<file path="config.mk">
export PLATFORM = sky130hd
export DESIGN_NAME = lpf_mem_port
export DESIGN_NICKNAME = d
export VERILOG_FILES = /design/src/rtl/lpf_mem_port_pkg.sv /design/src/rtl/lpf_addr_gen.sv /design/src/rtl/lpf_mem_port.sv
export SDC_FILE = /design/constraint.sdc
export NUM_CORES = 1
export LEC_CHECK = 0
export ABC_CLOCK_PERIOD_IN_PS = 2900
export CORE_ASPECT_RATIO = 1.4
export CORE_UTILIZATION = 43
export DETAILED_ROUTE_END_ITERATION = 7
export HOLD_SLACK_MARGIN = 0.05
export PLACE_DENSITY = 0.82
export SYNTH_ARGS = -nofsm -noshare
export SYNTH_HDL_FRONTEND = slang
export SYNTH_SLANG_ARGS = --single-unit
export TNS_END_PERCENT = 1
</file>
<file path="constraint.sdc">
create_clock -name clock -period 2.9 [get_ports clock]
set_input_delay 0.58 -clock clock [delete_from_list [all_inputs] [get_ports clock]]
set_output_delay 0.58 -clock clock [all_outputs]
set_load 0.01 [all_outputs]
</file>
<file path="src/rtl/lpf_mem_port_pkg.sv">
// Shared widths, default geometry and FSM states for the LPF memory port.
package lpf_mem_port_pkg;

    localparam int unsigned DEF_IMAGE_WIDTH  = 640;
    localparam int unsigned DEF_IMAGE_HEIGHT = 480;
    localparam int unsigned LOG_WIDTH        = 10;
    localparam int unsigned LOG_HEIGHT       = 9;
    localparam int unsigned LOG_MEM          = 36;
    localparam int unsigned LOG_TRUNC        = 18;
    localparam int unsigned LOG_ADDR         = 19;

    typedef enum logic [2:0] {
        S_IDLE,
        S_ADDR,
        S_WAIT,
        S_DATA,
        S_DONE
    } state_t;

    // y*320 as two shifts; the result fits the 18-bit product width.
    function automatic logic [LOG_TRUNC-1:0] row_offset(input logic [LOG_HEIGHT-1:0] y);
        logic [LOG_TRUNC-1:0] yw;
        yw = LOG_TRUNC'(y);
        return (yw << 8) + (yw << 6);
    endfunction

endpackage

</file>
<file path="src/rtl/lpf_addr_gen.sv">
// Registered (x, y, buf_sel) -> word address and out-of-range flag; loads only on accept.
module lpf_addr_gen
    import lpf_mem_port_pkg::*;
#(
    parameter int unsigned          IMAGE_WIDTH  = DEF_IMAGE_WIDTH,
    parameter int unsigned          IMAGE_HEIGHT = DEF_IMAGE_HEIGHT,
    parameter logic [LOG_ADDR-1:0]  BASE_A       = 19'd0,
    parameter logic [LOG_ADDR-1:0]  BASE_B       = 19'd153600
) (
    input  logic                  clock,
    input  logic                  reset,
    input  logic                  load,
    input  logic [LOG_WIDTH-1:0]  x,
    input  logic [LOG_HEIGHT-1:0] y,
    input  logic                  buf_sel,
    output logic [LOG_ADDR-1:0]   addr,
    output logic                  oob
);

    logic [LOG_ADDR-1:0]  base;
    logic [LOG_TRUNC-1:0] prod;
    logic [LOG_ADDR-1:0]  addr_next;
    logic                 oob_next;

    always_comb begin
        base      = buf_sel ? BASE_B : BASE_A;
        prod      = row_offset(y);
        addr_next = base + LOG_ADDR'(prod) + LOG_ADDR'(x[LOG_WIDTH-1:1]);
        oob_next  = (32'(x) >= IMAGE_WIDTH) || (32'(y) >= IMAGE_HEIGHT);
    end

    always_ff @(posedge clock or negedge reset) begin
        if (!reset) begin
            addr <= '0;
            oob  <= 1'b0;
        end else if (load) begin
            addr <= addr_next;
            oob  <= oob_next;
        end
    end

endmodule

</file>
<file path="src/rtl/lpf_mem_port.sv">
// Responder for LPF pixel-pair requests: one 2-cycle-latency ZBT access per request,
// done_lpf four cycles after accept, at most one accept every five cycles.
module lpf_mem_port
    import lpf_mem_port_pkg::*;
#(
    parameter int unsigned  IMAGE_WIDTH  = DEF_IMAGE_WIDTH,
    parameter int unsigned  IMAGE_HEIGHT = DEF_IMAGE_HEIGHT,
    parameter logic [18:0]  BASE_A       = 19'd0,
    parameter logic [18:0]  BASE_B       = 19'd153600
) (
    input  logic        clock,
    input  logic        reset,
    input  logic        frame_flag,
    input  logic        lpf_flag,
    input  logic        lpf_wr,
    input  logic [9:0]  lpf_x,
    input  logic [8:0]  lpf_y,
    input  logic [35:0] lpf_pixel_write,
    output logic [35:0] lpf_pixel_read,
    output logic        done_lpf,
    input  logic        ram_grant,
    output logic        ram_req,
    output logic [18:0] ram_addr,
    output logic        ram_we_b,
    output logic [35:0] ram_data_out,
    output logic        ram_drive,
    input  logic [35:0] ram_data_in,
    output logic        buf_sel,
    output logic        lpf_oob
);

    state_t              state;
    state_t              state_next;
    logic                accept;
    logic                wr_q;
    logic [LOG_MEM-1:0]  wdata_q;
    logic                addr_oob;

    assign accept = (state == S_IDLE) && lpf_flag && ram_grant;

    lpf_addr_gen #(
        .IMAGE_WIDTH  (IMAGE_WIDTH),
        .IMAGE_HEIGHT (IMAGE_HEIGHT),
        .BASE_A       (BASE_A),
        .BASE_B       (BASE_B)
    ) u_addr_gen (
        .clock   (clock),
        .reset   (reset),
        .load    (accept),
        .x       (lpf_x),
        .y       (lpf_y),
        .buf_sel (buf_sel),
        .addr    (ram_addr),
        .oob     (addr_oob)
    );

    always_ff @(posedge clock or negedge reset) begin
        if (!reset) state <= S_IDLE;
        else        state <= state_next;
    end

    // DONE always returns to IDLE, so the still-high flag of the finished request is never accepted.
    always_comb begin
        state_next = state;
        unique case (state)
            S_IDLE:  if (accept) state_next = S_ADDR;
            S_ADDR:  state_next = S_WAIT;
            S_WAIT:  state_next = S_DATA;
            S_DATA:  state_next = S_DONE;
            S_DONE:  state_next = S_IDLE;
            default: state_next = S_IDLE;
        endcase
    end

    always_comb begin
        ram_req      = 1'b0;
        ram_we_b     = 1'b1;
        ram_drive    = 1'b0;
        ram_data_out = '0;
        done_lpf     = 1'b0;
        unique case (state)
            S_IDLE: ram_req = lpf_flag;
            S_ADDR: begin
                ram_req  = 1'b1;
                ram_we_b = ~(wr_q & ~addr_oob);
            end
            S_WAIT: ram_req = 1'b1;
            S_DATA: begin
                ram_req = 1'b1;
                if (wr_q && !addr_oob) begin
                    ram_drive    = 1'b1;
                    ram_data_out = wdata_q;
                end
            end
            S_DONE:  done_lpf = 1'b1;
            default: ;
        endcase
    end

    always_ff @(posedge clock or negedge reset) begin
        if (!reset) begin
            wr_q           <= 1'b0;
            wdata_q        <= '0;
            lpf_pixel_read <= '0;
            lpf_oob        <= 1'b0;
            buf_sel        <= 1'b0;
        end else begin
            if (accept) begin
                wr_q    <= lpf_wr;
                wdata_q <= lpf_pixel_write;
            end
            if (state == S_DATA && !wr_q)
                lpf_pixel_read <= addr_oob ? '0 : ram_data_in;
            if (state == S_ADDR && addr_oob)
                lpf_oob <= 1'b1;
            // The accept above samples buf_sel before this toggle lands.
            if (frame_flag)
                buf_sel <= ~buf_sel;
        end
    end

endmodule

</file>
==> reports/metrics.cfg, run 1 <==
[route]
routedWlPerCell_um=14.8
first_pass_iters=6
drt_iter0_markers=119
ant_nets=0
via_count=4231
vias_per_cell=4.87
wirelength_mm=12.8
drc=0

[pwr]
p_leak_nw=3.35
max-vdd-ir-drop_mv=0.494
power_per_cell_area_nw_per_um2=849

[floorplanning]
num_rows=44
start_util=0.449
die_w_um=90.6
boundaryPins=194
die-area_um2=11400
dieHeight_um=126
core_um2=10500

[synth]
synth-seq-cells=98
synth_cells=528
ys_seq_area_frac=0.519
netlist_area_um2=4720
syn_area_per_cell_um2=8.95
synth-warning-count=0
synth.distinct_cells=36
syn_nets=644

[grt]
grt_max_degree=73
grt_overflow_total=0
grt_pass1_wl_mm=20.6
antenna_found_initial=0
grt_pass1_vias=4263
grt_usage=0.228

[timing]
final.setup_skew_ps=8.97
setup_viol=0
grt_setup_unrepaired=yes
drv_slew=0
maxSlewHeadroom=0.320
tightest_slew_ps=1020
hold_viol=0
fmax_ghz=0.352
period_share=0.980
post-route-min-period_ps=2840

[cts]
clk_latency_ps=340
cts.sinks=98
ctsHoldBuffers=0
cts_root_buf=clkbuf_16
cts_buffer_depth=2
tritoncts=yes
h-tree-depth=3
clk_pin_slew_ps=70
cts_made_buffers=9

[placed_design]
portBuffers=192
dpl-instance-area_um2=6860
hpwl_mm=9.27
gp_congestion=0.845

[layout]
layout_commonest_cell=clkdlybuf4s50_1
n_antenna_cell=0
synthToLayoutAreaGrowth_pct=52.6
multi_input_area_um2=2090
nets=842
drive_gt1_frac=0.0670
layout_common_cells=clkdlybuf4s50_1 (190), nand2_1 (185), dfrtp_1 (96)
utilization=0.686
regArea_um2=2450
num-fill-cells=821
design_area_um2=7210

[worst_setup_path]
crit_fanout=19
arrival_ps=2260
critPathKind=flip-flop to primary output
cp-end-kind=primary output
start_kind=flip-flop
worstPathRequired_ps=2320

[flow_run]
drv_cap=0

[run_status]
run_status=completed

[min_path]
hp-class=primary input to async pin

-- critical path, stage by stage, from the launching register on --
cell and delay (ps):
dfrtp_2 450, nand3b_1 260, nor3b_4 230, buf_4 150
buf_12 130, and2_1 130, clkdlybuf4s50_1 580
-- where the power goes --
group	switching, W	internal (W)	total (W)
Sequential	0.000356	0.00198	0.00234
Combinational	0.00128	0.00140	0.00268
Clock	0.000500	0.000606	0.00111
-- per-layer routing --
metal	part of all wire	global-route usage	vias to the layer above
li1	-	-	2072
met1	0.41	0.279	1990
met2	0.52	0.390	149
met3	0.054	0.0513	20
met4	0.017	0.0844	0
met5	0	0	-
-- per-stage QoR --
step	std cells	setup TNS (ps)	hold WS, ps	setup slack (ps)	total power [W]
final	869	0	244	58.9	0.00612
after global routing	869	-702	274	-53.2	0.00657
after CTS	865	0	255	21.5	0.00614
after detailed placement	849	-1380	449	-226	0.00501
after global placement	849	-928	443	-172	0.00488
after floorplan	528	0	284	269	0.00369
-- cells by family after synthesis --
family / synth area share
AOI/OAI and AO/OA: 0.0885
xor gates and xnor gates: 0.0167
adders and majority gates: 0.0583
buffers and inverters: 0.0434
DFF: 0.519
and+or+nand+nor: 0.274
-- worst paths after layout --
path | from | endpoint | slack [ps] | cells past startpoint
worst max-delay path | state[2] | ram_data_out[21] | 60 | 6
worst min-delay path | reset | wdata_q[8] | 240 | 1
worst max register to register | buf_sel | u_addr_gen.addr[15] | 360 | 8
worst min register to register | lpf_oob | lpf_oob | 460 | 1
max in group asynchronous | reset | wdata_q[27] | 1960 | 2
min in group clock | lpf_oob | lpf_oob | 460 | 1
-- synth_stat cells --
| cell | instances | area share |
|---|---|---|
| fa_1 | 5 | 0.021 |
| or4_1 | 1 | 0.0016 |
| o21a_1 | 3 | 0.0048 |
| dfrtp_1 | 98 | 0.52 |
| a211o_1 | 1 | 0.0019 |
| o41ai_2 | 1 | 0.0034 |
| nor3_1 | 4 | 0.0042 |
| nand2b_1 | 37 | 0.049 |
| a22oi_1 | 1 | 0.0016 |
| xnor2_1 | 5 | 0.0093 |
| nor3b_1 | 2 | 0.0032 |
| a21o_1 | 3 | 0.0048 |
| and2_1 | 36 | 0.048 |
| ha_1 | 14 | 0.037 |
| inv_1 | 17 | 0.014 |
| nand4_1 | 1 | 0.0013 |
| a2111o_1 | 1 | 0.0024 |
| buf_6 | 2 | 0.0048 |
| nor2_1 | 8 | 0.0064 |
| o21ai_0 | 49 | 0.052 |
| a21oi_1 | 6 | 0.0064 |
| nor2b_1 | 1 | 0.0013 |
| xor2_1 | 4 | 0.0074 |
| clkbuf_1 | 17 | 0.014 |
| nand2_1 | 185 | 0.15 |
| nor3b_2 | 1 | 0.0026 |
| a31oi_1 | 2 | 0.0026 |
| buf_2 | 11 | 0.012 |
| o2111ai_1 | 1 | 0.0019 |
| o32ai_1 | 1 | 0.0019 |
| nand3b_1 | 3 | 0.0048 |
| o31a_1 | 1 | 0.0019 |
| nor4_1 | 1 | 0.0013 |
| or2_2 | 1 | 0.0013 |
| o31ai_1 | 2 | 0.0032 |
| nand3_1 | 2 | 0.0021 |
-- registers in the layout (all words and copies together) (netlist names) --
name	cells
state	3
u_addr_gen.addr	19
lpf_pixel_read	36
u_addr_gen.oob	1
lpf_oob	1
wr_q	1
buf_sel	1
wdata_q	36
-- layout make-up --
cell class | instances | share of cell area
Inverter | 17 | 0.00885
Sequential cell | 98 | 0.341
Clock buffer | 12 | 0.0342
Timing Repair Buffer | 217 | 0.299
Multi-Input combinational cell | 383 | 0.290
Clock inverter | 4 | 0.00364
Tap cell | 138 | 0.0240
-- timing repair --
| action | CTS | global route |
|---|---|---|
| buffers inserted | 0 | 2 |
| endpoints found under the setup margin | 31 | 39 |
| gates resized for setup | 1 | 8 |
| pin swaps | 0 | 1 |
| cloned | 0 | 2 |
No activity file was read; power rests on OpenSTA's default activity.
==> run 2: changes to the inputs <==
==> constraint.sdc (replaced) <==
create_clock -name clock -period 2.9 [get_ports clock]
set_input_delay 0.58 -clock clock [delete_from_list [all_inputs] [get_ports clock]]
set_output_delay 0.58 -clock clock [all_outputs]
set_load 0.1 [all_outputs]
==> run 2 against run 1 <==
Register-to-register slack better by 40 ps. First-iteration DRC count grew 78%. Global-route usage is 0.80 points higher. Sequential power about the same. Sequential share of layout area down 0.80 points. Non-clock buffer count decreased by 6. Hold slack improved by 48 ps. Critical endpoint is now u_addr_gen.addr[16].
==> reports/metrics.cfg, run 2 (synthesized netlist as in run 1, its figures left out) <==
[layout]
regArea_um2=2450  ; about the same
nets=836  ; was 842
multi_input_area_um2=2090  ; about the same
layout_commonest_cell=nand2_1  ; was clkdlybuf4s50_1
utilization=0.701  ; was 0.686
top_regs=lpf_pixel_read x36, wdata_q x36, u_addr_gen.addr x19  ; unchanged
drive_gt1_frac=0.189  ; was 0.0670
n_antenna_cell=0  ; unchanged
layout_common_cells=nand2_1 (185), dfrtp_1 (98), clkdlybuf4s50_1 (94)  ; was clkdlybuf4s50_1 (190), nand2_1 (185), dfrtp_1 (96)
num-fill-cells=785  ; was 821
synthToLayoutAreaGrowth_pct=56.1  ; was 52.6%

[run_status]
run_status=completed  ; unchanged

[floorplanning]
boundaryPins=194  ; unchanged
core_um2=10500  ; unchanged
die_w_um=90.6  ; unchanged
die-area_um2=11400  ; unchanged
num_rows=44  ; unchanged
dieHeight_um=126  ; unchanged
start_util=0.449  ; unchanged

[timing]
hold_viol=0  ; unchanged
maxSlewHeadroom=0.311  ; was 0.320
drv_slew=0  ; unchanged
fmax_ghz=0.360  ; was 0.352 GHz
setup_tns_ps=0  ; unchanged
grt_setup_unrepaired=no  ; was yes
setup_slack_ps=123  ; was 58.9 ps
period_share=0.958  ; was 0.980
tightest_slew_ps=1030  ; was 1020 ps
setup_viol=0  ; unchanged
post-route-min-period_ps=2780  ; was 2840 ps
final.setup_skew_ps=10.0  ; was 8.97 ps

[cts]
ctsHoldBuffers=0  ; unchanged
cts_resized=0  ; was 1
tritoncts=yes  ; unchanged
postCtsSetupBuffers=0  ; unchanged
h-tree-depth=3  ; unchanged
clk_pin_slew_ps=70  ; about the same
clk_latency_ps=340  ; about the same
cts.sinks=98  ; unchanged
cts_buffer_depth=2  ; unchanged
cts_made_buffers=9  ; unchanged
cts_root_buf=clkbuf_16  ; unchanged

[worst_setup_path]
worstPathRequired_ps=3170  ; was 2320 ps
reg2reg_slack_ps=400  ; was 360 ps
r2r_start=buf_sel  ; unchanged
max_stage_delay_ps=600  ; was 580 ps
arrival_ps=3040  ; was 2260 ps
endpoint=u_addr_gen.addr[16]  ; was ram_data_out[21]
crit_top_cell=inv_1
setup.worst_path.start=lpf_x[9]  ; was state[2]
cp-end-kind=flip-flop  ; was primary output
slowest_stage=fa_1  ; was clkdlybuf4s50_1
r2r_cells=8  ; unchanged
start_kind=primary input  ; was flip-flop
crit_fanout=3  ; was 19
worstReg2RegEnd=u_addr_gen.addr[15]  ; unchanged
critPathKind=primary input to flip-flop  ; was flip-flop to primary output
cp_cell_sequence=clkdlybuf4s50_1 > inv_1 > fa_1 > inv_1 > ha_1 > a21o_1 > a21oi_2 > o21ai_1 > a2111o_1 > nand3_1  ; was nand3b_1 > nor3b_4 > buf_4 > buf_12 > and2_1 > clkdlybuf4s50_1

[route]
wirelength_mm=13.0  ; was 12.8 mm
drc=0  ; unchanged
vias_per_cell=4.99  ; was 4.87
via_count=4294  ; was 4231
first_pass_iters=4  ; was 6
ant_nets=0  ; unchanged
routedWlPerCell_um=15.1  ; was 14.8 um
drt_iter0_markers=212  ; was 119

[placed_design]
hpwl_mm=9.76  ; was 9.27 mm
place_ws_ps=-342  ; was -226 ps
gp_congestion=0.859  ; was 0.845
portBuffers=192  ; unchanged

[pwr]
p_leak_nw=3.56  ; was 3.35 nW
max-vdd-ir-drop_mv=0.705  ; was 0.494 mV
power_per_cell_area_nw_per_um2=1180  ; was 849 nW/um^2

[grt]
antenna_found_initial=0  ; unchanged
grt_pass1_vias=4378  ; was 4263
grt_overflow_total=0  ; unchanged
grt_usage=0.236  ; was 0.228
grt_pass1_wl_mm=21.1  ; was 20.6 mm
grt_max_degree=73  ; unchanged

[min_path]
hp-class=primary input to async pin  ; unchanged

[flow_run]
drv_cap=0  ; unchanged

-- run 2: cell count changes in the layout (fill, tap and decap cells not counted), moves of 2 or more --
cell | previous run | this run
dfrtp_2 | 2 | 0
clkdlybuf4s50_1 | 190 | 94
dfrtp_1 | 96 | 98
buf_12 | 2 | 40
buf_4 | 22 | 77
-- run 2: worst max-delay path: cells and delay by family --
kind / cells / cell delay, ps
AOI/OAI and AO/OA: 4 / 890
adders and majority gates: 2 / 890
buffers and inverters: 3 / 610
and+or+nand+nor: 1 / 80
-- run 2: through the flow --
step | total power, W | cell area [um^2] | instances | hold slack (ps)
floorplan | 0.00629 | 4730 | 528 | 284
global placement | 0.00746 | 7090 | 847 | 445
detailed placement | 0.00761 | 7090 | 847 | 454
CTS | 0.00878 | 7370 | 861 | 319
global route | 0.00916 | 7370 | 861 | 366
finish | 0.00873 | 7370 | 861 | 292
-- run 2: layer usage --
metal  vias to the layer above  track usage  wire length, um
li1                       2058            -                -
met1                      2034        0.272             5070
met2                       172        0.417             6780
met3                        30       0.0495              755
met4                         0        0.106              440
met5                         -            0                0
-- run 2: layout make-up --
type,instances,area share
clock buffers,11,0.0316
repair buffers,211,0.315
multi-input cells,383,0.284
flip-flops and latches,98,0.333
inverters,17,0.00865
clock inverters,3,0.00577
well taps,138,0.0234
-- run 2: worst min path at each step --
stage                from            endpoint  slack [ps]
6_report            reset   lpf_pixel_read[9]         290
5_1_grt             reset  lpf_pixel_read[10]         370
4_1_cts             reset   lpf_pixel_read[9]         320
3_5_place_dp   wdata_q[2]          wdata_q[2]         450
3_3_place_gp      lpf_oob             lpf_oob         450
2_1_floorplan       reset             buf_sel         280
-- run 2: power breakdown --
group	internal [W]	switching [W]	leakage, nW
Combinational	0.00131	0.00391	2.18
Clock	0.000659	0.000496	0.131
Sequential	0.00198	0.000368	1.25
Total	0.00395	0.00477	3.56
==> edit: new RTL, settings of run 2 <==
Reset style: synchronous (`reset`), changed in 3 clocked blocks.
--- a/src/rtl/lpf_addr_gen.sv
+++ b/src/rtl/lpf_addr_gen.sv
@@ -31,3 +31,3 @@
 
-    always_ff @(posedge clock or negedge reset) begin
+    always_ff @(posedge clock) begin
         if (!reset) begin
--- a/src/rtl/lpf_mem_port.sv
+++ b/src/rtl/lpf_mem_port.sv
@@ -56,3 +56,3 @@
 
-    always_ff @(posedge clock or negedge reset) begin
+    always_ff @(posedge clock) begin
         if (!reset) state <= S_IDLE;
@@ -99,3 +99,3 @@
 
-    always_ff @(posedge clock or negedge reset) begin
+    always_ff @(posedge clock) begin
         if (!reset) begin
Formal check against the unedited RTL: differs if reset is asserted again (counterexample within 4 cycles, from zero or initial values and one cycle with reset low); with reset held inactive, the same outputs for 10 cycles.
==> edit against run 2 <==
  * Critical path type unchanged
  * Cell count is 3.3% higher
  * Worst setup slack worse by 0.059 ns
  * Utilization is 0.37 points higher
  * Fmax is 2.1% lower
  * Cell area is 0.53% higher
  * Wire length is 3.9% higher
  * First-iteration DRC count is 25% lower
  * Synthesized area is 0.61% lower
  * Sequential cell count stayed put
  * Largest cell class is now multi-input gates
Power is not compared: it rests on default switching activity, and its combinational part moved more than twofold at a synthesized area within 25%.
==> edit: results (changes against run 2) <==
Global route
  • Vias in the first global route: 4490 (+2.6%)
  • Initial antenna violation count: 0 (unchanged)
  • GRT Overall Usage: 24.0% (+0.41 points)
  • Largest net degree at the start of global routing: 44 (-40%)
  • First-pass GRT wire length: 21.8 mm (+3.5%)

Detailed routing
  • Vias per cell: 5.14 (+3.1%)
  • Drt wl/cell: 15.2 microns (+0.61%)
  • Starting DRT DRC Count: 160 (-25%)
  • DR pass1 iterations: 6 (+2)

Cells and area
  • Top flop regs: lpf_pixel_read (36), wdata_q (36), u_addr_gen.addr (19)
  • Share of cells above drive strength 1: 21.0% (+2.1 points)
  • NumNets Final: 862 (+3.1%)
  • Layout fillers: 781 (-0.51%)

Worst setup path
  • R2R setup slack: 0.32 ns (-0.08 ns)
  • FF-to-FF path depth: 9 (+1)
  • Critical Path AT: 3.05 ns (about the same)
  • Crit Path Max Fanout: 4 (+1)

Placement
  • Routability cong.: 0.888 (+3.3%)
  • Dpl hpwl: 10.1 mm (+3.9%)
  • IO Port Bufs: 192 (unchanged)

Clock tree
  • Root buf cell: clkbuf_16
  • Clk Latency, worst-skew pair: 0.34 ns (about the same)

Timing
  • Least-Margin Pin Slew: 0.834 ns (-0.200 ns)
  • Fin Hold WS: 0.450 ns (+0.159 ns)
  • Final Skew: 0.00519 ns (-0.00483 ns)
  • Final setup vio count: 0 (unchanged)

Yosys
  • Yosys cell types: 47 (+31%)
  • Most instantiated cells after synthesis: 134 x nand2_1, 98 x dfxtp_1, 74 x a21boi_0
  • Ys async rst share: 0% (-100 points)
  • Sequential area share after synthesis: 41.8% (-10 points)
  • Syn nets: 666 (+3.4%)
  • Top cells by area in the synthesized netlist: dfxtp_1 42%, a21boi_0 12%, nand2_1 11%

Outcome
  • Status: finished, final reports clean

Min path
  • Min-delay worst type: register to register

Power
  • Switching Fraction: a little under a third
  • VDD IR max: 300 uV
-- edit: changes by cell type in the layout (fill, tap and decap cells not counted), sizes merged, moves of 3 or more --
cell / delta
dfrtp: -98
nand3: +8
and2: +3
dfxtp: +98
buf: +14
nand2b: -35
nand2: -50
and3: +3
o21ai: -40
a21boi: +85
xnor2: -3
nand3b: +34
clkinv: +3
-- edit: cell families (layout without fill, tap and decap cells) --
group,count (synthesis),after routing,share of synthesized area (%)
AO/OA/AOI/OAI,122,122,19.1
XOR/XNOR,4,4,0.746
adder cells (fa/ha/maj),19,19,5.86
buffers and inverters,56,257,5.28
flip-flops,98,98,41.8
AND/OR/NAND/NOR,251,251,27.2
-- edit: critical path, stage by stage --
cell and delay [ns]:
clkdlybuf4s50_1 0.48, inv_1 0.06, fa_1 0.54, inv_1 0.05, ha_1 0.30, and2_1 0.20
a221oi_4 0.31, a21oi_1 0.18, o2111ai_1 0.23, o311ai_1 0.12
-- edit: worst paths after layout --
| kind | from | to |
|---|---|---|
| min | lpf_pixel_read[13] | lpf_pixel_read[13] |
| max reg2reg | buf_sel | u_addr_gen.addr[16] |
| min reg2reg | lpf_pixel_read[13] | lpf_pixel_read[13] |
| max | lpf_y[3] | u_addr_gen.addr[16] |
-- edit: area by class of cell --
type	count	area, sq um	share of cell area (%)
multi-input combinational	396	2510	33.9
timing repair buffer	225	2410	32.5
sequential	98	1960	26.5
clock buffer	9	225	3.04
tap	138	173	2.33
clock inverter	7	67.6	0.911
inverter	16	60.1	0.810
-- edit: power groups by stage --
stage / registers (mW) / logic (mW) / clock network (mW)
CTS: 1.45 / 0.849 / 1.20
finish: 1.45 / 0.857 / 1.17
global route: 1.46 / 0.917 / 1.26
floorplan: 1.67 / 0.325 / 0
global placement: 1.47 / 0.823 / 0
detailed placement: 1.48 / 0.845 / 0
-- edit: metal layers --
metal | GRT usage, % | up-vias | share of wire (%)
met5 | 0 | - | 0
met4 | 9.30 | 0 | 2.3
met3 | 5.07 | 22 | 5.7
met2 | 45.2 | 177 | 54
met1 | 25.9 | 2143 | 38
li1 | - | 2229 | -
-- edit: timing repair --
item                                    in CTS  in global routing
hold buffers                                 0                  0
endpoints found under the setup margin       0                  4
hold endpoints to repair                     0                  0
setup buffers                                0                  0
gates resized for setup                      0                  2
-- edit: through the flow --
step / setup slack [ns] / cell area, sq um / cells
final: 0.0642 / 7410 / 889
after floorplan: -0.320 / 4700 / 550
after CTS: 0.0242 / 7400 / 889
after global placement: -0.262 / 7100 / 873
after detailed placement: -0.343 / 7100 / 873
after global routing: -0.0163 / 7410 / 889
